File: config.mk
export PLATFORM = sky130hd
export DESIGN_NAME = bcd_operand_editor
export DESIGN_NICKNAME = d
export VERILOG_FILES = /design/src/rtl/bcd_operand_editor.sv
export SDC_FILE = /design/constraint.sdc
export NUM_CORES = 1
export LEC_CHECK = 0
export ABC_AREA = 1
export BUFFER_PORTS_ARGS = -buffer_cell sky130_fd_sc_hd__clkbuf_2
export CORE_MARGIN = 4
export CORE_UTILIZATION = 40
export CTS_CLUSTER_SIZE = 16
export DETAILED_ROUTE_END_ITERATION = 8
export PLACE_DENSITY = 0.68
export RECOVER_POWER = 100
export SLEW_MARGIN = 20
export SYNTH_ARGS = -nofsm -noshare
export SYNTH_HDL_FRONTEND = slang
export SYNTH_SLANG_ARGS = --single-unit
File: constraint.sdc
create_clock -name clk -period 7.5 [get_ports clk]
set_input_delay 1.5 -clock clk [delete_from_list [all_inputs] [get_ports clk]]
set_output_delay 1.5 -clock clk [all_outputs]
set_load 0.05 [all_outputs]
File: src/rtl/bcd_operand_editor.sv
// Keypad-driven editor for NUM_OPS decimal operands of DIGITS_PER_OP BCD
// digits each. Supports cursor movement, wrap-around digit increment and
// decrement with hold-to-repeat, and clear. On start, the digits are
// converted to binary one digit per cycle. The binary operands are then
// offered to the consumer through a valid/ready handshake.
module bcd_operand_editor #(
    parameter int NUM_OPS       = 2,
    parameter int DIGITS_PER_OP = 2,
    parameter int OUT_W         = 32,
    parameter int REPEAT_DELAY  = 50000000,
    parameter int REPEAT_PERIOD = 10000000,
    parameter int BLINK_HALF    = 25000000,
    localparam int N     = NUM_OPS * DIGITS_PER_OP,
    localparam int CUR_W = (N > 1) ? $clog2(N) : 1
) (
    input  logic                       clk,
    input  logic                       rst,
    input  logic                       btn_up,
    input  logic                       btn_down,
    input  logic                       btn_left,
    input  logic                       btn_right,
    input  logic                       btn_clear,
    input  logic                       start,
    input  logic                       op_ready,
    output logic [N*4-1:0]             digits,
    output logic [CUR_W-1:0]           cursor,
    output logic                       cursor_blink,
    output logic [NUM_OPS*OUT_W-1:0]   op_bin,
    output logic                       op_valid,
    output logic                       busy
);

    localparam int CNT_W = $clog2(REPEAT_DELAY + 1);
    localparam int BLK_W = $clog2(BLINK_HALF + 1);
    localparam int P_W   = (DIGITS_PER_OP > 1) ? $clog2(DIGITS_PER_OP) : 1;

    typedef enum logic [2:0] {
        BTN_NONE, BTN_CLEAR, BTN_UP, BTN_DOWN, BTN_LEFT, BTN_RIGHT
    } btn_t;

    typedef enum logic [1:0] {IDLE, CONV, VALID} state_t;

    btn_t                     active;
    btn_t                     prev_active;
    logic [CNT_W-1:0]         rpt_cnt;
    logic [CNT_W-1:0]         rpt_next;
    logic                     act_fire;
    logic [3:0]               cur_digit;
    logic [BLK_W-1:0]         blk_cnt;
    state_t                   state;
    logic [P_W-1:0]           p;
    logic [NUM_OPS*OUT_W-1:0] acc;
    logic [NUM_OPS*OUT_W-1:0] acc_next;

    // One Horner step of the decimal-to-binary conversion. The result is truncated to OUT_W.
    function automatic logic [OUT_W-1:0] mul10_add(input logic [OUT_W-1:0] a,
                                                   input logic [3:0]       d);
        return (a << 3) + (a << 1) + OUT_W'(d);
    endfunction

    // Fixed-priority button arbitration: clear > up > down > left > right
    always_comb begin
        active = BTN_NONE;
        if (btn_clear)      active = BTN_CLEAR;
        else if (btn_up)    active = BTN_UP;
        else if (btn_down)  active = BTN_DOWN;
        else if (btn_left)  active = BTN_LEFT;
        else if (btn_right) active = BTN_RIGHT;
    end

    // rpt_cnt holds the previous cycle's count, so this cycle's count is rpt_cnt+1;
    // fire on a new button or when the hold count reaches REPEAT_DELAY-1
    always_comb begin
        rpt_next = rpt_cnt + 1'b1;
        act_fire = 1'b0;
        if (active != BTN_NONE) begin
            if (active != prev_active)
                act_fire = 1'b1;
            else if (rpt_next == CNT_W'(REPEAT_DELAY - 1))
                act_fire = 1'b1;
        end
    end

    assign cur_digit = digits[{cursor, 2'b00} +: 4];

    // Hold-to-repeat counter; a repeat reloads so the next cycle's count is REPEAT_DELAY-REPEAT_PERIOD
    always_ff @(posedge clk or posedge rst) begin
        if (rst) begin
            rpt_cnt     <= '0;
            prev_active <= BTN_NONE;
        end else begin
            prev_active <= active;
            if (active == BTN_NONE || active != prev_active)
                rpt_cnt <= '0;
            else if (rpt_next == CNT_W'(REPEAT_DELAY - 1))
                rpt_cnt <= CNT_W'(REPEAT_DELAY - REPEAT_PERIOD - 1);
            else
                rpt_cnt <= rpt_next;
        end
    end

    // Apply edit actions; suppressed outside IDLE
    always_ff @(posedge clk or posedge rst) begin
        if (rst) begin
            digits <= '0;
            cursor <= '0;
        end else if (act_fire && state == IDLE) begin
            case (active)
                BTN_CLEAR: digits <= '0;
                BTN_UP:    digits[{cursor, 2'b00} +: 4] <=
                               (cur_digit == 4'd9) ? 4'd0 : cur_digit + 4'd1;
                BTN_DOWN:  digits[{cursor, 2'b00} +: 4] <=
                               (cur_digit == 4'd0) ? 4'd9 : cur_digit - 4'd1;
                BTN_LEFT:  cursor <= (cursor == CUR_W'(N - 1)) ? '0 : cursor + 1'b1;
                BTN_RIGHT: cursor <= (cursor == '0) ? CUR_W'(N - 1) : cursor - 1'b1;
                default:   ;
            endcase
        end
    end

    // Free-running cursor blink
    always_ff @(posedge clk or posedge rst) begin
        if (rst) begin
            blk_cnt      <= '0;
            cursor_blink <= 1'b0;
        end else if (blk_cnt == BLK_W'(BLINK_HALF - 1)) begin
            blk_cnt      <= '0;
            cursor_blink <= ~cursor_blink;
        end else begin
            blk_cnt <= blk_cnt + 1'b1;
        end
    end

    // Next accumulator values: all operands step in parallel on digit position p
    always_comb begin
        acc_next = '0;
        for (int j = 0; j < NUM_OPS; j++) begin
            acc_next[j*OUT_W +: OUT_W] =
                mul10_add(acc[j*OUT_W +: OUT_W],
                          digits[(j*DIGITS_PER_OP + int'(p))*4 +: 4]);
        end
    end

    // Conversion and handshake FSM with registered outputs
    always_ff @(posedge clk or posedge rst) begin
        if (rst) begin
            state    <= IDLE;
            p        <= '0;
            acc      <= '0;
            op_bin   <= '0;
            op_valid <= 1'b0;
            busy     <= 1'b0;
        end else begin
            case (state)
                IDLE: begin
                    if (start) begin
                        state <= CONV;
                        busy  <= 1'b1;
                        acc   <= '0;
                        p     <= P_W'(DIGITS_PER_OP - 1);
                    end
                end
                CONV: begin
                    acc <= acc_next;
                    if (p == '0) begin
                        op_bin   <= acc_next;
                        op_valid <= 1'b1;
                        state    <= VALID;
                    end else begin
                        p <= p - 1'b1;
                    end
                end
                VALID: begin
                    if (op_ready) begin
                        op_valid <= 1'b0;
                        busy     <= 1'b0;
                        state    <= IDLE;
                    end
                end
                default: state <= IDLE;
            endcase
        end
    end

endmodule

Word-level counts from Yosys, hierarchy flattened. Cells that the tools add are included.

Flip-flop bits (word level): 205. Bits of input ports: 9. Output and inout bits: 85. Logic and storage cells: 99.

Add/subtract/negate cells: 13. Equal/unequal tests: 15. Shift-type cells: 6. Muxes and demuxes: 32. Bitwise logic cells: 2. Reductions and logical operators: 19.

Operators by type and width (count): 63-bit case mux with 2 select lines (1); 32-bit adder (2); 32-bit by 4-bit adder with 32-bit output (2); 63-bit 2-to-1 mux (1); 26-bit 2-to-1 mux (2); 16-bit case mux with 3 select lines (1); 16-bit bitwise mux (2); 4-bit by 6-bit indexed part select with 16-bit output (2); 26-bit by 1-bit adder with 26-bit output (second input constant) (1); 26-bit == test (second input constant) (1); 25-bit by 1-bit adder with 25-bit output (second input constant) (1); 25-bit == test (second input constant) (1); 25-bit 2-to-1 mux (1); 4-bit by 6-bit variable shift with 16-bit output (first input constant) (1); 16-bit by 4-bit indexed part select with 4-bit output (1); 16-bit by 5-bit indexed part select with 4-bit output (1); 16-bit by 6-bit indexed part select with 4-bit output (1); 3-bit 2-to-1 mux (5); 2-bit 2-to-1 mux (5); 3-bit AND reduction (3); 4-bit 2-to-1 mux (2); 2-bit AND reduction (4); 2-bit nonzero test (4); 1-bit 2-to-1 mux (7); other kinds (25) (35).

Logic depth before layout (Yosys ltp). Gate-level depths: netlist (run 1).

Depth in word-level cells: 10. Mapped depth: 19. Depth with buffers taken out: 19.

Worst setup path before layout (run 1). Ideal clock, no wire load.

Path type: register to register. Start: register digits[7]. End: register op_bin[24]. Library setup time: 0.118 ns. Arrival time: 3.149 ns. Required time: 7.382 ns. Path slack: 4.233 ns. Cell stages (with the launch flop): 16. Buffers on the path: 0. Clock period less this slack: 3.267 ns. Cells stage by stage: dfrtp_1 > inv_1 > nand2_1 > o21ai_0 > fa_1 > fa_1 > o21ai_0 > a21oi_1 > o21bai_1 > nand3_1 > nand2_1 > nand2_1 > nand2_1 > nand2_1 > nand3_1 > nand2_1.

Word-level cells in the longest chain between the ends: 2.

RTL lines: start, declared (line 25) `output logic [N*4-1:0] digits,`; start signal, assigned by index (line 110) `BTN_UP: digits[{cursor, 2'b00} +: 4] <=`; start signal, assigned by index (line 112) `BTN_DOWN: digits[{cursor, 2'b00} +: 4] <=`; 16-bit by 4-bit indexed part select with 4-bit output (line 140) `digits[(j*DIGITS_PER_OP + int'(p))*4 +: 4]);`; 32-bit by 4-bit adder with 32-bit output (line 58) `return (a << 3) + (a << 1) + OUT_W'(d);`; end signal, assigned (line 166) `op_bin <= acc_next;`; end, declared (line 28) `output logic [NUM_OPS*OUT_W-1:0] op_bin,`.

Every way passes these cells. A chain may end at the register's enable or synchronous reset.

Worst setup path in the final report (run 1).
Start: register state[1]. End: register op_bin[17].

Word-level cells in the longest chain between the ends: 2.

RTL lines: start, declared (line 50) `state_t state;`; start signal, assigned (line 147) `state <= IDLE;`; start signal, assigned (line 157) `state <= CONV;`; start signal, assigned (line 168) `state <= VALID;`; 2-bit by 1-bit == test with 1-bit output (line 154) `case (state)`; 2-bit AND reduction (no line).

Every way passes these cells.

==> impl_metrics.ini, run 1 <==
[status]
status = finished with violations
violations_in_the_final_reports = max-capacitance violations, max-slew violations

[detailed_routing]
wl_per_cell_um = 15.1
via_per_inst = 5.22
first_pass_drt_iterations = 5
drt.antenna.violating_nets = 0
wl_mm = 37.1
drt-initial-drc-count = 939
detailroute.via_count = 12900
post-route-drc-count = 0

[critical_path]
timing_worst_setup_path_type = register to register
worst-r2r-cell-count = 10
timing.critical_path.from_type = register
r2r-end = op_bin[17]
worst_ep_arrival_time_ps = 5060
reg2reg_slack_ps = 2820
critical_r2r_launch = state[1]
critPathRequiredTime_ps = 7890
critPathCaptureType = register
timing.critical_path.fanout_max = 64

[logic_synthesis]
synth_sequential_area_ratio_pct = 36.3
synth_top_cell_by_area = sky130_fd_sc_hd__dfrtp_1
synth_fa_ha_area_share_pct = 12.1
yosysUniqueCellTypes = 49
post_synth_mux_area_share_pct = 0
synth_enable_flop_cells = 0
synth_top_family_by_area = simple AND/OR/NAND/NOR gates
post_synth.cell_area_avg_um2 = 7.36
synth_top_flop_cell = sky130_fd_sc_hd__dfrtp_1
synth_top_cell_area_share_pct = 36.3
ys_seq_elements = 204
synth-warning-count = 0
async_flop_share_pct = 100
synth-simple-area-share_pct = 31.9
compound_gate_fraction_of_synth_area_pct = 10.6
synth_area_leaders = sky130_fd_sc_hd__dfrtp_1 36%, sky130_fd_sc_hd__nand2_1 15%, sky130_fd_sc_hd__ha_1 11%, sky130_fd_sc_hd__nand3_1 5.6%, sky130_fd_sc_hd__o21ai_0 4.8%
postSynthCellCount = 1908
synthXorXnorAreaFrac_pct = 3.05
synthesis.nets = 2050
synthesis.area_um2 = 14000

[timing]
setup-violations-final = 0
transition_time_at_the_pin_with_the_least_slew_margin_ps = 1900
slew_violations = 67
final.setup.tns_ps = 0
final.setup_skew_ps = 24.6
fin_crit_ps = 4680
grt_setup_unrepaired = no
fin_worst_hold_slack_ps = 464
min_period_over_period_pct = 62.3
slew_headroom_pct = -26.9
maxClockFrequency_mhz = 214
hold_violations = 0

[global_route]
antenna_found_initial = 1
wire_length_of_the_first_global_routing_pass_mm = 62.7
vias_in_the_first_global_route = 12500
globalRoute.totalOverflow = 0
pin_count_of_the_biggest_net_entering_global_routing = 125
grt_util_all_layers_pct = 19.4

[clock_network]
tritoncts_clock_tree = done
path_clk_slew_ps = 60
clock-sinks = 204
clk-insertion-delay-late_ps = 530
clock_tree.root_cell = sky130_fd_sc_hd__clkbuf_16
cts_buffer_depth = 3
cts.htree.levels = 1
cts.repair_timing.setup_buffer_count = 0
tritoncts.num_buffers = 23
ctsResizeCount = 0
cts_hold_repair.buffers = 0

[power_and_ir_drop]
leakagePower_uw = 0.00781
switching_share_pct = 51.5
power_frac_comb_pct = 53.6
power_per_standard_cell_area_nw_per_um2 = 396
vdd_ir_drop_max_v = 0.000294
power.switching_uw = 3190
share_seq_of_total_power_pct = 27.7
power.clock.fraction_pct = 18.7
internal_power_uw = 3000

[die]
floorplan.die_area_um2 = 38200
io_pins = 94
initial_core_util_pct = 40.6
chipWidth_um = 195
design.core.area_um2 = 34600
die_h_um = 195
fp-row-count = 68

[final_layout]
leading_cell_types_in_the_layout_fill_and_taps_excluded = 578 x sky130_fd_sc_hd__nand2_1, 204 x sky130_fd_sc_hd__dfrtp_1, 170 x sky130_fd_sc_hd__inv_1
num_antenna_cells = 0
layout-area-overhead-vs-synth_pct = 11.1
layout_commonest_cell = sky130_fd_sc_hd__nand2_1
drive_above_1_share_pct = 5.39
nNetsFinal = 2130

[flow_run]
timing.max_cap.violations = 2

[placement]
port-buffer-count = 93
place_congestion = 0.965
half_perimeter_wire_length_of_the_detailed_placement_result_mm = 28.1

[hold_path]
min-delay-path-class = register to register
timing.hold.worst_endpoint = cursor_blink
worst_hold_start = cursor_blink
worstHoldPathCells = 1
power by group through the flow:
stage | Clock (µW) | Sequential [µW] | Combinational (µW)
6_report | 1160 | 1710 | 3320
3_5_place_dp | 0 | 1730 | 3370
2_1_floorplan | 0 | 2230 | 1960
4_1_cts | 1180 | 1710 | 3380
3_3_place_gp | 0 | 1720 | 3310
5_1_grt | 1230 | 1750 | 3730
cell type report:
class,count,area [µm²]
clock buffer,34,687
multi-input combinational,1479,8080
tap,455,569
sequential,204,5100
inverter,179,681
fill,3499,19000
clock inverter,8,86.3
timing repair buffer,101,410
registers in the layout, summed over array words and instances (netlist names), 2 cells and up:
register and flops:
blk_cnt 25, cursor 2, rpt_cnt 26, acc 62, state 2, prev_active 3, op_bin 64, digits 16
synthesized netlist by cell type, drive strengths merged, types with 8 or more instances:
| cell | number |
|---|---|
| nor2 | 163 |
| nand3 | 158 |
| o21bai | 13 |
| xor2 | 30 |
| xnor2 | 19 |
| nor3 | 28 |
| dfrtp | 204 |
| nor4 | 8 |
| nand2 | 601 |
| inv | 175 |
| a21oi | 89 |
| clkbuf | 41 |
| o21ai | 135 |
| ha | 129 |
| or2 | 15 |
| nand4 | 28 |
| nand3b | 19 |
routing by layer:
metal / track usage, % / vias up / share of wire (%)
li1: - / 6467 / -
met1: 27.2 / 6004 / 47
met2: 31.6 / 309 / 45
met3: 2.54 / 68 / 5.0
met4: 5.20 / 2 / 2.8
met5: 0 / - / 0.035
worst max path at each step:
stage / start / endpoint / slack (ps) / cells after the start
floorplan: rst / acc[0] / 430 / 1
global placement: btn_down / digits[14] / 3760 / 10
detailed placement: btn_down / digits[5] / 3610 / 10
CTS: p / acc[24] / 3870 / 13
global route: state[0] / op_bin[10] / 2420 / 11
finish: state[1] / op_bin[17] / 2820 / 10
per-stage QoR:
| stage | instance area, µm² | total power [µW] | std cells | utilization, % | setup slack, ps |
|---|---|---|---|---|---|
| floorplan | 14000 | 4190 | 1908 | - | 433 |
| finish | 15600 | 6190 | 2460 | 45.1 | 2820 |
| global route | 15600 | 6710 | 2460 | 45.1 | 2420 |
| global placement | 15000 | 5040 | 2418 | 43.2 | 3760 |
| detailed placement | 15000 | 5100 | 2418 | 43.2 | 3610 |
| CTS | 15700 | 6280 | 2460 | 45.5 | 3870 |
cell families after synthesis:
logic type	count (synthesis)
compound gates	270
buf+inv	225
xor+xnor	49
flops	204
simple gates	1027
fa+ha+maj	133
critical path, stage by stage, from the launching register on:
cell and delay [ps]:
sky130_fd_sc_hd__dfrtp_1 400, sky130_fd_sc_hd__nor2_2 110, sky130_fd_sc_hd__clkbuf_1 1160, sky130_fd_sc_hd__inv_1 90
sky130_fd_sc_hd__clkbuf_1 790, sky130_fd_sc_hd__nor2_2 270, sky130_fd_sc_hd__buf_4 400, sky130_fd_sc_hd__clkinv_2 530
sky130_fd_sc_hd__buf_4 480, sky130_fd_sc_hd__nand2_1 130, sky130_fd_sc_hd__o21ai_0 90
Note: power is estimated with default switching activity, not from simulation.
==> run 2, diff against run 1 <==
==> constraint.sdc (replaced) <==
create_clock -name clk -period 4.1 [get_ports clk]
set_input_delay 0.82 -clock clk [delete_from_list [all_inputs] [get_ports clk]]
set_output_delay 0.82 -clock clk [all_outputs]
set_load 0.05 [all_outputs]
==> run 2 against run 1 <==
  * Largest cell class unchanged
  * Critical path depth is 4 higher
  * First-iteration DRC count fell by 16%
  * Register-to-register slack got worse by 2200 ps
  * Clock skew fell by 4.3 ps
  * Utilization increased by 0.12 points
  * Sequential share of layout area decreased by 0.089 points
  * The flow still finishes with violations (max-capacitance violations, max-slew violations)
==> impl_metrics.ini, run 2 (synthesized netlist as in run 1, its figures left out) <==
[status]
status = finished with violations
violations_in_the_final_reports = max-capacitance violations, max-slew violations

[critical_path]
cp-startpoint = p
reg2reg_slack_ps = 610
critical_r2r_launch = p
worst_ep_arrival_time_ps = 3900
timing.critical_path.from_type = register
timing.critical_path.fanout_max = 15
cp-endpoint = acc[24]
critPathRequiredTime_ps = 4510
r2r-end = acc[24]
timing_worst_setup_path_type = register to register
critPathCaptureType = register
worst-r2r-cell-count = 14

[timing]
slew_headroom_pct = -16.0
setup-violations-final = 0
grt_setup_unrepaired = no
maxClockFrequency_mhz = 286
slew_violations = 93
final.setup_skew_ps = 20.3
final.setup.tns_ps = 0
hold_violations = 0
min_period_over_period_pct = 85.2
fin_crit_ps = 3490
transition_time_at_the_pin_with_the_least_slew_margin_ps = 1730

[clock_network]
cts.htree.levels = 1
ctsResizeCount = 0
cts.repair_timing.setup_buffer_count = 0
clock-sinks = 204
tritoncts.num_buffers = 25
cts_hold_repair.buffers = 0
clock_tree.root_cell = sky130_fd_sc_hd__clkbuf_16
cts_buffer_depth = 3
tritoncts_clock_tree = done
clk-insertion-delay-late_ps = 530
path_clk_slew_ps = 60

[final_layout]
leading_cell_types_in_the_layout_fill_and_taps_excluded = 587 x sky130_fd_sc_hd__nand2_1, 204 x sky130_fd_sc_hd__dfrtp_1, 173 x sky130_fd_sc_hd__inv_1
nNetsFinal = 2141
layout.filler_cells = 3541
num_antenna_cells = 0
layout_commonest_cell = sky130_fd_sc_hd__nand2_1
layout-area-overhead-vs-synth_pct = 11.4
final_cell_count_no_fill = 2471
largest_register_ff_count = 64
reg.largest.list = op_bin x64, acc x62, rpt_cnt x26
largest-register = op_bin
drive_above_1_share_pct = 5.01

[power_and_ir_drop]
vdd_ir_drop_max_v = 0.000522
leakagePower_uw = 0.00785
power_per_standard_cell_area_nw_per_um2 = 733

[detailed_routing]
via_per_inst = 5.25
detailroute.via_count = 13000
wl_per_cell_um = 15.4
wl_mm = 38.1
drt.antenna.violating_nets = 0
first_pass_drt_iterations = 6
post-route-drc-count = 0
drt-initial-drc-count = 785

[global_route]
antenna_found_initial = 0
pin_count_of_the_biggest_net_entering_global_routing = 87
vias_in_the_first_global_route = 12700
grt_util_all_layers_pct = 19.6
globalRoute.totalOverflow = 0
wire_length_of_the_first_global_routing_pass_mm = 63.6

[placement]
half_perimeter_wire_length_of_the_detailed_placement_result_mm = 29.1
place_congestion = 0.954
cell_count_post_placement = 2427
port-buffer-count = 93

[die]
design.core.area_um2 = 34600
floorplan.die_area_um2 = 38200
initial_core_util_pct = 40.6
io_pins = 94
fp-row-count = 68
chipWidth_um = 195
die_h_um = 195

[flow_run]
timing.max_cap.violations = 3

[hold_path]
min-delay-path-class = register to register
-- run 2: cell types whose count changed in the layout (fill, tap and decap cells not counted), sizes merged --
| cell | delta |
|---|---|
| buf | +3 |
| bufinv | +1 |
| clkbuf | +6 |
| clkinv | +1 |
-- run 2: how the worst min path moves through the flow --
stage | from | to | slack, ps | cells after the start
floorplan | blk_cnt[0] | blk_cnt[0] | 430 | 1
global placement | blk_cnt[0] | blk_cnt[0] | 440 | 1
detailed placement | blk_cnt[0] | blk_cnt[0] | 460 | 1
CTS | blk_cnt[0] | blk_cnt[0] | 470 | 1
global route | cursor_blink | cursor_blink | 490 | 1
finish | blk_cnt[0] | blk_cnt[0] | 460 | 1
-- run 2: metal layers --
metal  GRT usage (%)  share of wire [%]  vias to the layer above
met3            2.36                5.7                       62
met1            27.3                 46                     6073
li1                -                  -                     6483
met4            5.30                2.5                        0
met5               0                  0                        -
met2            32.3                 45                      354
-- run 2: critical path, stage by stage, from the launching register on --
cell and delay (ps):
sky130_fd_sc_hd__dfrtp_1 510, sky130_fd_sc_hd__o21ai_0 310, sky130_fd_sc_hd__fa_1 510, sky130_fd_sc_hd__fa_1 480
sky130_fd_sc_hd__o21ai_0 180, sky130_fd_sc_hd__clkbuf_1 270, sky130_fd_sc_hd__a21oi_1 150, sky130_fd_sc_hd__o21bai_1 390
sky130_fd_sc_hd__nand3_1 130, sky130_fd_sc_hd__nand2_1 120, sky130_fd_sc_hd__nand2_1 70, sky130_fd_sc_hd__nand2_1 60
sky130_fd_sc_hd__nand2_1 60, sky130_fd_sc_hd__nand3_1 70, sky130_fd_sc_hd__nand2_1 70
-- run 2: per-stage QoR --
stage	util [%]	cell area, µm²	power (µW)	worst slack [ps]	hold WS, ps
after CTS	45.8	15900	11700	726	470
after detailed placement	43.5	15100	9420	721	463
after global routing	45.2	15700	12300	345	489
after floorplan	-	14100	7670	636	433
final	45.2	15700	11500	606	461
after global placement	43.5	15100	9300	839	444
-- run 2: cell type report --
class                   instances  area, µm²  share of cell area, %
inverters                     179        673                   4.30
clock buffers                  34        689                   4.40
multi-input cells            1479       8030                   51.3
repair buffers                110        469                   3.00
flip-flops and latches        204       5100                   32.6
clock inverters                10        116                  0.743
well taps                     455        569                   3.64
-- run 2: power breakdown --
group          switching (µW)  internal (µW)  leakage (µW)  total, µW
sequential                494           2590       0.00270       3080
clock                     881           1310      0.000390       2190
combinational            4490           1710       0.00476       6200
total                    5870           5600       0.00785      11500
